### config.mk
export PLATFORM = sky130hd
export DESIGN_NAME = vector_adder_sequencer_flat
export DESIGN_NICKNAME = d
export VERILOG_FILES = /design/src/rtl/vector_adder_sequencer_pkg.sv /design/src/rtl/vector_adder_sequencer_if.sv /design/src/rtl/vector_adder_sequencer_slice_select_decoder.sv /design/src/rtl/vector_adder_sequencer.sv /design/src/flat_wrapper.sv
export SDC_FILE = /design/constraint.sdc
export NUM_CORES = 1
export LEC_CHECK = 0
export ABC_CLOCK_PERIOD_IN_PS = 8800
export CORE_ASPECT_RATIO = 0.9
export CORE_MARGIN = 2
export CORE_UTILIZATION = 65
export DETAILED_ROUTE_END_ITERATION = 8
export HOLD_SLACK_MARGIN = 0.1
export PLACE_DENSITY = 0.85
export SYNTH_ARGS = -nofsm -noshare
export SYNTH_HDL_FRONTEND = slang
export SYNTH_SLANG_ARGS = --single-unit
### constraint.sdc
create_clock -name clk_i -period 8.8 [get_ports clk_i]
set_input_delay 1.76 -clock clk_i [delete_from_list [all_inputs] [get_ports clk_i]]
set_output_delay 1.76 -clock clk_i [all_outputs]
set_load 0.05 [all_outputs]
### src/rtl/vector_adder_sequencer_pkg.sv
// Shared definitions for the vector add/sub sequencer.
//   - Carry-in select codes driven to each 8-bit adder slice.
//   - Element-width (sew) encodings.
//   - Sequencer FSM state type.
//   - head_code(): maps the instruction's op bits to the code used by the
//     least-significant slice of every element.
package vector_adder_pkg;

  localparam logic [1:0] SEL_INTERCONNECT = 2'b00;  // carry from slice i-1
  localparam logic [1:0] SEL_ADD          = 2'b01;  // cin = 0
  localparam logic [1:0] SEL_SUB          = 2'b10;  // cin = 1, B inverted
  localparam logic [1:0] SEL_EXT_CARRY    = 2'b11;  // external carry/borrow

  localparam logic [1:0] SEW_8  = 2'd0;
  localparam logic [1:0] SEW_16 = 2'd1;
  localparam logic [1:0] SEW_32 = 2'd2;
  localparam logic [1:0] SEW_64 = 2'd3;

  typedef enum logic [0:0] {
    ST_IDLE  = 1'b0,
    ST_ISSUE = 1'b1
  } seq_state_e;

  // vadc/vsbc use the external carry whatever the add/sub bit says.
  function automatic logic [1:0] head_code(input logic add_sub,
                                           input logic with_carry_borrow);
    logic [1:0] code;
    if (with_carry_borrow) begin
      code = SEL_EXT_CARRY;
    end else if (add_sub) begin
      code = SEL_SUB;
    end else begin
      code = SEL_ADD;
    end
    return code;
  endfunction

endpackage

### src/rtl/vector_adder_sequencer_if.sv
// Request/issue bus between the vector issue stage, the sequencer and the
// slice-adder datapath. Signal names keep the sequencer's point of view
// (_i = into the sequencer, _o = out of it).
//   slave  : the sequencer side
//   master : the issue-stage / datapath side
interface vector_adder_sequencer_if #(
  parameter int NUM_SLICES = 8,
  parameter int VL_WIDTH   = 11
);

  logic                    req_valid_i;
  logic                    req_ready_o;
  logic                    add_sub_i;
  logic                    with_carry_borrow_i;
  logic [1:0]              vsew_i;
  logic [VL_WIDTH-1:0]     vl_i;
  logic                    issue_valid_o;
  logic                    issue_ready_i;
  logic [2*NUM_SLICES-1:0] slice_sel_o;
  logic [NUM_SLICES-1:0]   slice_en_o;
  logic [VL_WIDTH-1:0]     elem_base_o;
  logic                    last_o;
  logic                    busy_o;

  modport slave (
    input  req_valid_i, add_sub_i, with_carry_borrow_i, vsew_i, vl_i,
           issue_ready_i,
    output req_ready_o, issue_valid_o, slice_sel_o, slice_en_o,
           elem_base_o, last_o, busy_o
  );

  modport master (
    output req_valid_i, add_sub_i, with_carry_borrow_i, vsew_i, vl_i,
           issue_ready_i,
    input  req_ready_o, issue_valid_o, slice_sel_o, slice_en_o,
           elem_base_o, last_o, busy_o
  );

endinterface

### src/rtl/vector_adder_sequencer_slice_select_decoder.sv
// Combinational per-beat decoder for the segmented slice adder.
//   head_code_i : code given to the first slice of each element
//   sew_i       : element width (slices per element = 2^sew)
//   elem_base_i : index of the first element covered by this beat
//   vl_i        : vector length; elements at or beyond vl are masked off
//   slice_sel_o : per-slice carry-in select, slice i at [2i+1:2i]
//   slice_en_o  : per-slice write enable
module slice_select_decoder
  import vector_adder_pkg::*;
#(
  parameter int NUM_SLICES = 8,
  parameter int VL_WIDTH   = 11
) (
  input  logic [1:0]              head_code_i,
  input  logic [1:0]              sew_i,
  input  logic [VL_WIDTH-1:0]     elem_base_i,
  input  logic [VL_WIDTH-1:0]     vl_i,
  output logic [2*NUM_SLICES-1:0] slice_sel_o,
  output logic [NUM_SLICES-1:0]   slice_en_o
);

  logic [3:0]          lane_mask_s;  // 2^sew - 1: low bits of slice index within an element
  logic [VL_WIDTH:0]   elem_idx_s;   // one spare bit so base + offset cannot wrap

  // Slice-within-element mask for the current element width.
  always_comb begin
    case (sew_i)
      SEW_8:   lane_mask_s = 4'd0;
      SEW_16:  lane_mask_s = 4'd1;
      SEW_32:  lane_mask_s = 4'd3;
      SEW_64:  lane_mask_s = 4'd7;
      default: lane_mask_s = 4'd0;
    endcase
  end

  // Per-slice enable from the tail mask and head/interconnect select.
  always_comb begin
    slice_sel_o = '0;
    slice_en_o  = '0;
    elem_idx_s  = '0;
    for (int unsigned i = 0; i < NUM_SLICES; i++) begin
      elem_idx_s = {1'b0, elem_base_i} + (VL_WIDTH+1)'(i >> sew_i);
      if (elem_idx_s < {1'b0, vl_i}) begin
        slice_en_o[i] = 1'b1;
        if ((i[3:0] & lane_mask_s) == 4'd0) begin
          slice_sel_o[2*i +: 2] = head_code_i;
        end else begin
          slice_sel_o[2*i +: 2] = SEL_INTERCONNECT;
        end
      end else begin
        slice_en_o[i]         = 1'b0;
        slice_sel_o[2*i +: 2] = SEL_INTERCONNECT;
      end
    end
  end

endmodule

### src/rtl/vector_adder_sequencer.sv
// Sequences one vector add/sub instruction over NUM_SLICES byte slices,
// one element group per beat, with tail masking against vl.
//   clk_i  : clock
//   rstn_i : synchronous active-low reset
//   bus    : request handshake (op, vsew, vl) in; per-beat slice selects,
//            enables, elem_base, last, busy out with issue handshake.
// All outputs come straight from flops; the next beat is decoded one cycle
// ahead so it is visible the cycle after the accepting/consuming edge.
module vector_adder_sequencer
  import vector_adder_pkg::*;
#(
  parameter int NUM_SLICES = 8,
  parameter int VL_WIDTH   = 11
) (
  input logic                    clk_i,
  input logic                    rstn_i,
  vector_adder_sequencer_if.slave bus
);

  seq_state_e              state_q, state_d;
  logic [1:0]              head_q, head_d;
  logic [1:0]              sew_q, sew_d;
  logic [VL_WIDTH-1:0]     vl_q, vl_d;
  logic [VL_WIDTH-1:0]     elem_base_q, elem_base_d;
  logic [VL_WIDTH-1:0]     remaining_q, remaining_d;
  logic                    req_ready_q, req_ready_d;
  logic                    issue_valid_q, issue_valid_d;
  logic                    busy_q, busy_d;
  logic                    last_q, last_d;
  logic [2*NUM_SLICES-1:0] slice_sel_q, slice_sel_d;
  logic [NUM_SLICES-1:0]   slice_en_q, slice_en_d;

  logic [1:0]              dec_head_s;
  logic [1:0]              dec_sew_s;
  logic [VL_WIDTH-1:0]     dec_vl_s;
  logic [VL_WIDTH-1:0]     dec_base_s;
  logic [2*NUM_SLICES-1:0] dec_sel_s;
  logic [NUM_SLICES-1:0]   dec_en_s;

  function automatic logic [VL_WIDTH-1:0] elems_per_beat(input logic [1:0] sew);
    logic [VL_WIDTH-1:0] slices;
    slices = VL_WIDTH'(NUM_SLICES);
    return slices >> sew;
  endfunction

  // Operands of the beat that would be issued next: a fresh instruction
  // from the bus while idle, otherwise the following group of the current one.
  always_comb begin
    if (state_q == ST_IDLE) begin
      dec_head_s = head_code(bus.add_sub_i, bus.with_carry_borrow_i);
      dec_sew_s  = bus.vsew_i;
      dec_vl_s   = bus.vl_i;
      dec_base_s = '0;
    end else begin
      dec_head_s = head_q;
      dec_sew_s  = sew_q;
      dec_vl_s   = vl_q;
      dec_base_s = elem_base_q + elems_per_beat(sew_q);
    end
  end

  slice_select_decoder #(
    .NUM_SLICES (NUM_SLICES),
    .VL_WIDTH   (VL_WIDTH)
  ) u_decoder (
    .head_code_i (dec_head_s),
    .sew_i       (dec_sew_s),
    .elem_base_i (dec_base_s),
    .vl_i        (dec_vl_s),
    .slice_sel_o (dec_sel_s),
    .slice_en_o  (dec_en_s)
  );

  // FSM next state, counters and next registered outputs.
  always_comb begin
    state_d       = state_q;
    head_d        = head_q;
    sew_d         = sew_q;
    vl_d          = vl_q;
    elem_base_d   = elem_base_q;
    remaining_d   = remaining_q;
    req_ready_d   = req_ready_q;
    issue_valid_d = issue_valid_q;
    busy_d        = busy_q;
    last_d        = last_q;
    slice_sel_d   = slice_sel_q;
    slice_en_d    = slice_en_q;
    case (state_q)
      ST_IDLE: begin
        if (bus.req_valid_i && (bus.vl_i != '0)) begin
          state_d       = ST_ISSUE;
          head_d        = dec_head_s;
          sew_d         = bus.vsew_i;
          vl_d          = bus.vl_i;
          elem_base_d   = '0;
          remaining_d   = bus.vl_i;
          req_ready_d   = 1'b0;
          issue_valid_d = 1'b1;
          busy_d        = 1'b1;
          last_d        = (bus.vl_i <= elems_per_beat(bus.vsew_i));
          slice_sel_d   = dec_sel_s;
          slice_en_d    = dec_en_s;
        end else begin
          // A vl == 0 request still handshakes here but issues nothing.
          state_d = ST_IDLE;
        end
      end
      ST_ISSUE: begin
        if (bus.issue_ready_i) begin
          if (last_q) begin
            state_d       = ST_IDLE;
            elem_base_d   = '0;
            remaining_d   = '0;
            req_ready_d   = 1'b1;
            issue_valid_d = 1'b0;
            busy_d        = 1'b0;
            last_d        = 1'b0;
            slice_sel_d   = '0;
            slice_en_d    = '0;
          end else begin
            elem_base_d = dec_base_s;
            remaining_d = remaining_q - elems_per_beat(sew_q);
            last_d      = (remaining_d <= elems_per_beat(sew_q));
            slice_sel_d = dec_sel_s;
            slice_en_d  = dec_en_s;
          end
        end else begin
          // Stalled: every flop holds.
          state_d = ST_ISSUE;
        end
      end
      default: begin
        state_d       = ST_IDLE;
        elem_base_d   = '0;
        remaining_d   = '0;
        req_ready_d   = 1'b1;
        issue_valid_d = 1'b0;
        busy_d        = 1'b0;
        last_d        = 1'b0;
        slice_sel_d   = '0;
        slice_en_d    = '0;
      end
    endcase
  end

  // State and output registers with synchronous active-low reset.
  always_ff @(posedge clk_i) begin
    if (!rstn_i) begin
      state_q       <= ST_IDLE;
      head_q        <= 2'b00;
      sew_q         <= 2'b00;
      vl_q          <= '0;
      elem_base_q   <= '0;
      remaining_q   <= '0;
      req_ready_q   <= 1'b1;
      issue_valid_q <= 1'b0;
      busy_q        <= 1'b0;
      last_q        <= 1'b0;
      slice_sel_q   <= '0;
      slice_en_q    <= '0;
    end else begin
      state_q       <= state_d;
      head_q        <= head_d;
      sew_q         <= sew_d;
      vl_q          <= vl_d;
      elem_base_q   <= elem_base_d;
      remaining_q   <= remaining_d;
      req_ready_q   <= req_ready_d;
      issue_valid_q <= issue_valid_d;
      busy_q        <= busy_d;
      last_q        <= last_d;
      slice_sel_q   <= slice_sel_d;
      slice_en_q    <= slice_en_d;
    end
  end

  assign bus.req_ready_o   = req_ready_q;
  assign bus.issue_valid_o = issue_valid_q;
  assign bus.busy_o        = busy_q;
  assign bus.last_o        = last_q;
  assign bus.slice_sel_o   = slice_sel_q;
  assign bus.slice_en_o    = slice_en_q;
  assign bus.elem_base_o   = elem_base_q;

endmodule
### src/flat_wrapper.sv
// flat-port wrapper written by rule: the top's interface ports become plain ports
module vector_adder_sequencer_flat import vector_adder_pkg::*;
#(
  parameter int NUM_SLICES = 8,
  parameter int VL_WIDTH   = 11
)
  (clk_i, rstn_i, bus_req_valid_i, bus_add_sub_i, bus_with_carry_borrow_i, bus_vsew_i, bus_vl_i, bus_issue_ready_i, bus_req_ready_o, bus_issue_valid_o, bus_slice_sel_o, bus_slice_en_o, bus_elem_base_o, bus_last_o, bus_busy_o);
  vector_adder_sequencer_if #(.NUM_SLICES(NUM_SLICES), .VL_WIDTH(VL_WIDTH)) bus_i ();
  input logic clk_i;
  input logic rstn_i;
  input wire logic [$bits(bus_i.req_valid_i)-1:0] bus_req_valid_i;
  input wire logic [$bits(bus_i.add_sub_i)-1:0] bus_add_sub_i;
  input wire logic [$bits(bus_i.with_carry_borrow_i)-1:0] bus_with_carry_borrow_i;
  input wire logic [$bits(bus_i.vsew_i)-1:0] bus_vsew_i;
  input wire logic [$bits(bus_i.vl_i)-1:0] bus_vl_i;
  input wire logic [$bits(bus_i.issue_ready_i)-1:0] bus_issue_ready_i;
  output wire logic [$bits(bus_i.req_ready_o)-1:0] bus_req_ready_o;
  output wire logic [$bits(bus_i.issue_valid_o)-1:0] bus_issue_valid_o;
  output wire logic [$bits(bus_i.slice_sel_o)-1:0] bus_slice_sel_o;
  output wire logic [$bits(bus_i.slice_en_o)-1:0] bus_slice_en_o;
  output wire logic [$bits(bus_i.elem_base_o)-1:0] bus_elem_base_o;
  output wire logic [$bits(bus_i.last_o)-1:0] bus_last_o;
  output wire logic [$bits(bus_i.busy_o)-1:0] bus_busy_o;
  assign bus_i.req_valid_i = bus_req_valid_i;
  assign bus_i.add_sub_i = bus_add_sub_i;
  assign bus_i.with_carry_borrow_i = bus_with_carry_borrow_i;
  assign bus_i.vsew_i = bus_vsew_i;
  assign bus_i.vl_i = bus_vl_i;
  assign bus_i.issue_ready_i = bus_issue_ready_i;
  assign bus_req_ready_o = bus_i.req_ready_o;
  assign bus_issue_valid_o = bus_i.issue_valid_o;
  assign bus_slice_sel_o = bus_i.slice_sel_o;
  assign bus_slice_en_o = bus_i.slice_en_o;
  assign bus_elem_base_o = bus_i.elem_base_o;
  assign bus_last_o = bus_i.last_o;
  assign bus_busy_o = bus_i.busy_o;
  vector_adder_sequencer #(.NUM_SLICES(NUM_SLICES), .VL_WIDTH(VL_WIDTH)) u_core (.clk_i(clk_i), .rstn_i(rstn_i), .bus(bus_i));
endmodule
==> results.yml <==
flow_run:
  maxCapViolCount: 0
synth:
  syn_area_um2: 6930
  ys_ff_latch: 65
  syn-mean-instance-area_um2: 8.22
  synth_async_sr_flop_share_pct: 0
  synthFlopType: "dfxtp_1"
  yosysWarningCount: 0
  yosysTopAreaCell: "ha_1"
  synth_commonest_cells: "110 x ha_1, 68 x nor2_1, 65 x dfxtp_1"
  synth_cells: 843
  seq_area_frac_synth_pct: 18.8
  synth.most_common_cell: "ha_1"
  synth.top_cell.area_share_pct: 19.9
  netlist_top_cells_area: "ha_1 20%, dfxtp_1 19%, xnor2_1 7.3%, a21oi_1 4.3%, nor2_1 3.7%"
  synth_edf_count: 0
  synth.net_count: 978
  synth_cell_types: 73
routing:
  wirelength_um: 22200
  drt_pre_antenna_iters: 8
  vias: 7030
  drc_errors: 0
  viasPerCell: 6.92
  wl_per_cell_um: 21.8
  drt_iter0_markers: 882
  drtAntennaViolNets: 0
worst_setup_path:
  rr_worst_depth: 18
  required_ps: 9090
  r2r_end: "u_core.bus.slice_sel_o[2]"
  critPathLaunchType: "primary input"
  crit_start: "bus_vsew_i[1]"
  r2r_setup_slack_ps: 2850
  worstSetupEndpoint: "u_core.bus.slice_sel_o[14]"
  regToRegStartpoint: "u_core.sew_q[1]"
  cp_max_fo: 8
  critPathArrivalTime_ps: 6450
  crit_path_end_kind: "register"
  crit_type: "in -> reg"
clock_network:
  cts_resized: 0
  cts_root_buf: "clkbuf_16"
  cts_max_level: 3
  cts.sinks: 65
  cts_buffer_depth: 2
  cts_tree: "yes"
  cts-hold-fix-buffers: 0
  cts_made_buffers: 9
  clkSlewWorstSetupHoldPaths_ps: 60
  worstSkewPairLatency_ps: 340
  cts_setup_buffers: 0
placement:
  gp_congestion: 1.02
  io_buffers: 57
  dpl.cell_count: 1000
  place_ws_ps: 2420
  hpwlAfterDp_um: 15800
timing:
  max_freq_ghz: 0.162
  fin_ws_ps: 2640
  max_slew_margin_pct: 18.8
  final.setup.tns_ps: 0
  rsz0062_at_grt: "false"
  worstMarginPinSlew_ps: 1220
  hold_viol_final: 0
  slew_violations: 0
  skew_ps: 8.75
  min_period_over_period_pct: 70.0
  period_needed_ps: 6160
  finalSetupViolCount: 0
finish:
  final_util_pct: 76.8
  drive_gt1_share_pct: 6.31
  area_delta_synth_final_pct: 14.1
  diodes: 0
  fill_cells: 725
  nets: 1017
  final_cells: 1016
grt:
  antenna_found_initial: 0
  grt_overflow_total: 0
  grt_pass1_vias: 6980
  grt_max_degree: 47
  grt_util_all_layers_pct: 38.3
  grt_pass1_wl_um: 34900
power_and_ir_drop:
  power_mw: 1.10
  p_leak_nw: 3.42
  power_density_nw_per_um2: 140
  vdd_drop_max_mv: 0.176
floorplan:
  die_h_um: 102
  num_rows: 35
  initial_core_util_pct: 67.3
  die_w_um: 113
  die_area_um2: 11500
  core_area_um2: 10300
  ios: 58
worst_hold_path:
  hp-class: "reg -> reg"
run_status:
  outcome: "finished clean"
[worst max-delay path, cell delays in order]
cell	delay, ps
clkdlybuf4s50_1	500
mux2i_1	720
inv_1	360
ha_1	320
inv_1	70
ha_1	170
inv_1	70
fa_1	460
nor2b_1	180
o21ai_0	190
or4_1	500
xnor2_1	160
ha_1	220
a21o_1	150
a211oi_1	230
o311a_1	250
a22o_1	150
[logic make-up after synthesis]
kind of cell | after synthesis | share of synthesized area [%]
fa+ha+maj | 116 | 21.6
simple gates | 264 | 20.2
xor+xnor | 70 | 8.85
buf+inv | 72 | 4.44
flops | 65 | 18.8
mux | 22 | 3.41
compound gates | 234 | 22.7
[registers in the layout, indices dropped and copies added, names as in the netlist]
name / count
u_core.bus.slice_sel_o: 16
u_core.bus.issue_valid_o: 1
u_core.head_q: 2
u_core.bus.last_o: 1
u_core.sew_q: 2
u_core.vl_q: 11
u_core.state_q: 1
u_core.bus.slice_en_o: 8
u_core.bus.elem_base_o: 11
u_core.bus.req_ready_o: 1
u_core.remaining_q: 11
[metal layers]
metal | vias up | part of all wire, % | global-route usage [%]
li1 | 3182 | - | -
met1 | 3274 | 39 | 46.3
met2 | 456 | 45 | 62.7
met3 | 118 | 11 | 9.96
met4 | 0 | 5.7 | 21.4
met5 | - | 0 | 0
[power by group]
group / switching (mW) / internal (mW) / leakage (nW) / total, mW
registers: 0.0212 / 0.317 / 0.534 / 0.338
clock network: 0.158 / 0.225 / 0.149 / 0.383
logic: 0.244 / 0.139 / 2.73 / 0.384
[placed cells by master, fill, tap and decap left out, types with 7 or more instances in the layout]
master and instances:
ha_1 110, nor2_1 68, dfxtp_1 65, a21oi_1 59, xnor2_1 58, clkdlybuf4s50_1 57, nand2_1 50, o21ai_0 44
nor2b_1 25, inv_1 24, nand3_1 23, mux2i_1 20, a21o_1 17, a211oi_1 15, buf_4 15, nand2b_1 14
a31oi_1 13, xor2_1 12, nand4_1 12, o211ai_1 11, nor3_1 11, a22o_1 11, and2_1 9, clkbuf_16 9
o21a_1 8, and3_1 8, and4_1 8, or2_2 7
[metrics by stage]
| stage | area (um^2) | hold WS (ps) |
|---|---|---|
| floorplan | 6930 | 454 |
| global placement | 7590 | 460 |
| detailed placement | 7590 | 453 |
| CTS | 7900 | 483 |
| global route | 7900 | 502 |
| finish | 7900 | 484 |
[area by class of cell]
cell class	count	area [um^2]	share of cell area, %
Clock inverter	7	83.8	1.06
Timing Repair Buffer	72	683	8.65
Clock buffer	9	225	2.85
Inverter	28	110	1.39
Multi-Input combinational cell	706	5340	67.5
Sequential cell	65	1300	16.5
Tap cell	129	161	2.04
[worst min path at each step]
stage                                          start                          to  slack, ps  depth (start not counted)
after floorplan                       u_core.vl_q[4]              u_core.vl_q[4]        450                          2
after global placement     u_core.bus.elem_base_o[3]   u_core.bus.elem_base_o[3]        460                          2
after detailed placement  u_core.bus.slice_sel_o[14]  u_core.bus.slice_sel_o[14]        450                          1
after CTS                  u_core.bus.elem_base_o[3]   u_core.bus.elem_base_o[3]        480                          2
after global routing      u_core.bus.slice_sel_o[13]  u_core.bus.slice_sel_o[13]        500                          2
final                         u_core.bus.req_ready_o      u_core.bus.req_ready_o        480                          2
(Power assumes the default switching activity.)
==> patch: new RTL, same settings <==
Take the reset off `vl_q` and load it in a clocked block of its own.
--- a/src/rtl/vector_adder_sequencer.sv
+++ b/src/rtl/vector_adder_sequencer.sv
@@ -149,7 +149,6 @@
       state_q       <= ST_IDLE;
       head_q        <= 2'b00;
       sew_q         <= 2'b00;
-      vl_q          <= '0;
       elem_base_q   <= '0;
       remaining_q   <= '0;
       req_ready_q   <= 1'b1;
@@ -162,7 +161,6 @@
       state_q       <= state_d;
       head_q        <= head_d;
       sew_q         <= sew_d;
-      vl_q          <= vl_d;
       elem_base_q   <= elem_base_d;
       remaining_q   <= remaining_d;
       req_ready_q   <= req_ready_d;
@@ -174,6 +172,10 @@
     end
   end
 
+  always_ff @(posedge clk_i) begin
+    vl_q <= vl_d;
+  end
+
   assign bus.req_ready_o   = req_ready_q;
   assign bus.issue_valid_o = issue_valid_q;
   assign bus.busy_o        = busy_q;
Function: no difference found for any inputs over 4 cycles, from zero or initial values and one cycle with rstn_i low; that may be too few to reach the edited logic, so the function may still have changed.
==> patch against the unedited design <==
  * The flow now finishes with violations (design-rule violations)
  * Sequential cell count unchanged
  * Cell area shrank 0.19%
  * Fmax increased by 0.78%
  * First-iteration DRC count decreased by 10%
  * Worst setup slack improved by 0.047 ns
  * Wire length shrank 2.6%
  * Hold slack worse by 0.020 ns
  * Sequential share of layout area rose by 1.4 points
  * Clock skew increased by 0.0011 ns
  * Combinational power shrank 6.2%
  * Synthesized area up 0.11%
  * Via count down 2.5%
  * Die area about the same
  * Power down 3.8%
  * Critical path type unchanged
  * Largest cell class unchanged
  * Highest routed layer unchanged
==> patch: results (changes against the unedited design) <==
status finished, violations left; failing checks design-rule violations; Top FF cell, synth dfxtp_1; R2R Path End u_core.bus.slice_sel_o[13]; post-synthesis cell type count 75 (+2.7%); drc violations 2 (+2); CTS Hold Bufs 0 (unchanged); sequential fraction of the synthesis area 20.4% (+1.6 points); WHS Endpoint u_core.bus.slice_en_o[7]; Critical Path AT 6.39 ns (-0.06 ns); DP Wirelength 15.6 mm (-1.6%); buffer count from post-CTS setup fixing 0 (unchanged); Slew @ Worst Pin 1.27 ns (+0.0508 ns); slowest cell delay on critical path 0.56 ns (-0.16 ns); vias per cell 6.84 (-1.1%); Synth Area in Adders 21.6% (-0.023 points); placed cell area 7600 um2 (about the same); Synth area leaders ha_1 (20%), dfxtp_1 (16%), xnor2_1 (6.8%), a21oi_1 (4.8%), edfxtp_1 (4.8%); CP max FO 7 (-1); hold slack 0.465 ns (-0.0199 ns); YS warnings 0 (unchanged); clk_skew 0.00988 ns (+0.00114 ns); wire length per cell 21.5 um (-1.3%); pre-CTS setup slack 2.40 ns (-0.0178 ns); syn_nets 964 (-1.4%); most frequent cells after synthesis ha_1 (110), nor2_1 (71), a21oi_1 (66); min-delay src u_core.bus.slice_en_o[7]; Worst VDD drop 0.194 mV (+10%); Initial DRC Count 794 (-10%); Hold Path Depth 1 (-1); mux cell area share after synthesis 2.26% (-1.2 points); vias in the first global route 6681 (-4.3%); Synth Area in Compound Gates 22.9% (+0.21 points); Pleak 3.38 nW (-0.97%); total track usage 38.1% (-0.17 points); Final nets 1003 (-1.4%); xor and xnor area share after synthesis 9.47% (+0.62 points); Placer Congestion 0.974 (-4.7%); worst r2r path cells 20 (+2); Final WS setup 2.69 ns (+0.0474 ns); largest net degree at the start of global routing 46 (-2.1%); Post-synth EDFFs 11 (+11); fill count 748 (+3.2%); FF-to-FF setup slack 2.88 ns (+0.03 ns); first-pass GRT wire length 34.4 mm (-1.6%); ratio of cells with drive above 1 in the final layout 5.84% (-0.47 points)
==> patch: cell types whose count changed after synthesis, moves of 6 or more <==
cell / unedited run / this run
o21ai_0: 44 / 29
nor2b_1: 25 / 13
dfxtp_1: 65 / 54
edfxtp_1: 0 / 11
nand2_1: 50 / 61
xor2_1: 12 / 21
mux2i_1: 20 / 12
a21oi_1: 60 / 66
==> patch: power breakdown <==
group          total [mW]  switching, mW  internal [mW]  leakage [nW]
clock network       0.356          0.146          0.209         0.142
logic               0.360          0.228          0.132          2.69
registers           0.346         0.0220          0.324         0.549
==> patch: cell type report <==
class,count,area share (%)
repair buffers,66,8.09
clock inverters,5,0.460
multi-input cells,699,67.0
clock buffers,11,3.22
inverters,27,1.29
well taps,129,2.05
flip-flops and latches,65,17.9
==> patch: metal layers <==
metal / track usage (%) / wire [um] / vias to the layer above
li1: - / - / 3149
met1: 48.9 / 9120 / 3222
met2: 62.2 / 9710 / 392
met3: 9.96 / 1980 / 93
met4: 14.6 / 775 / 0
met5: 0 / 0 / -
==> patch: metrics by stage <==
step / utilization (%) / instances
after floorplan: - / 829
after global placement: 73.5 / 986
after detailed placement: 73.5 / 986
after CTS: 76.3 / 1002
after global routing: 76.3 / 1002
final: 76.3 / 1002
==> patch: worst max-delay path, delay by kind of cell <==
| kind | cells | cell delay (ns) |
|---|---|---|
| buf+inv | 4 | 0.91 |
| compound gates | 4 | 0.92 |
| fa+ha+maj | 4 | 1.30 |
| xor+xnor | 1 | 0.16 |
| mux | 1 | 0.56 |
| simple gates | 5 | 0.78 |
==> patch: cells by family (layout without fill, tap and decap cells) <==
family / Yosys count / after routing
fa+ha+maj: 116 / 116
flops: 65 / 65
compound gates: 231 / 231
xor+xnor: 75 / 75
simple gates: 263 / 263
mux: 14 / 14
buf+inv: 65 / 109
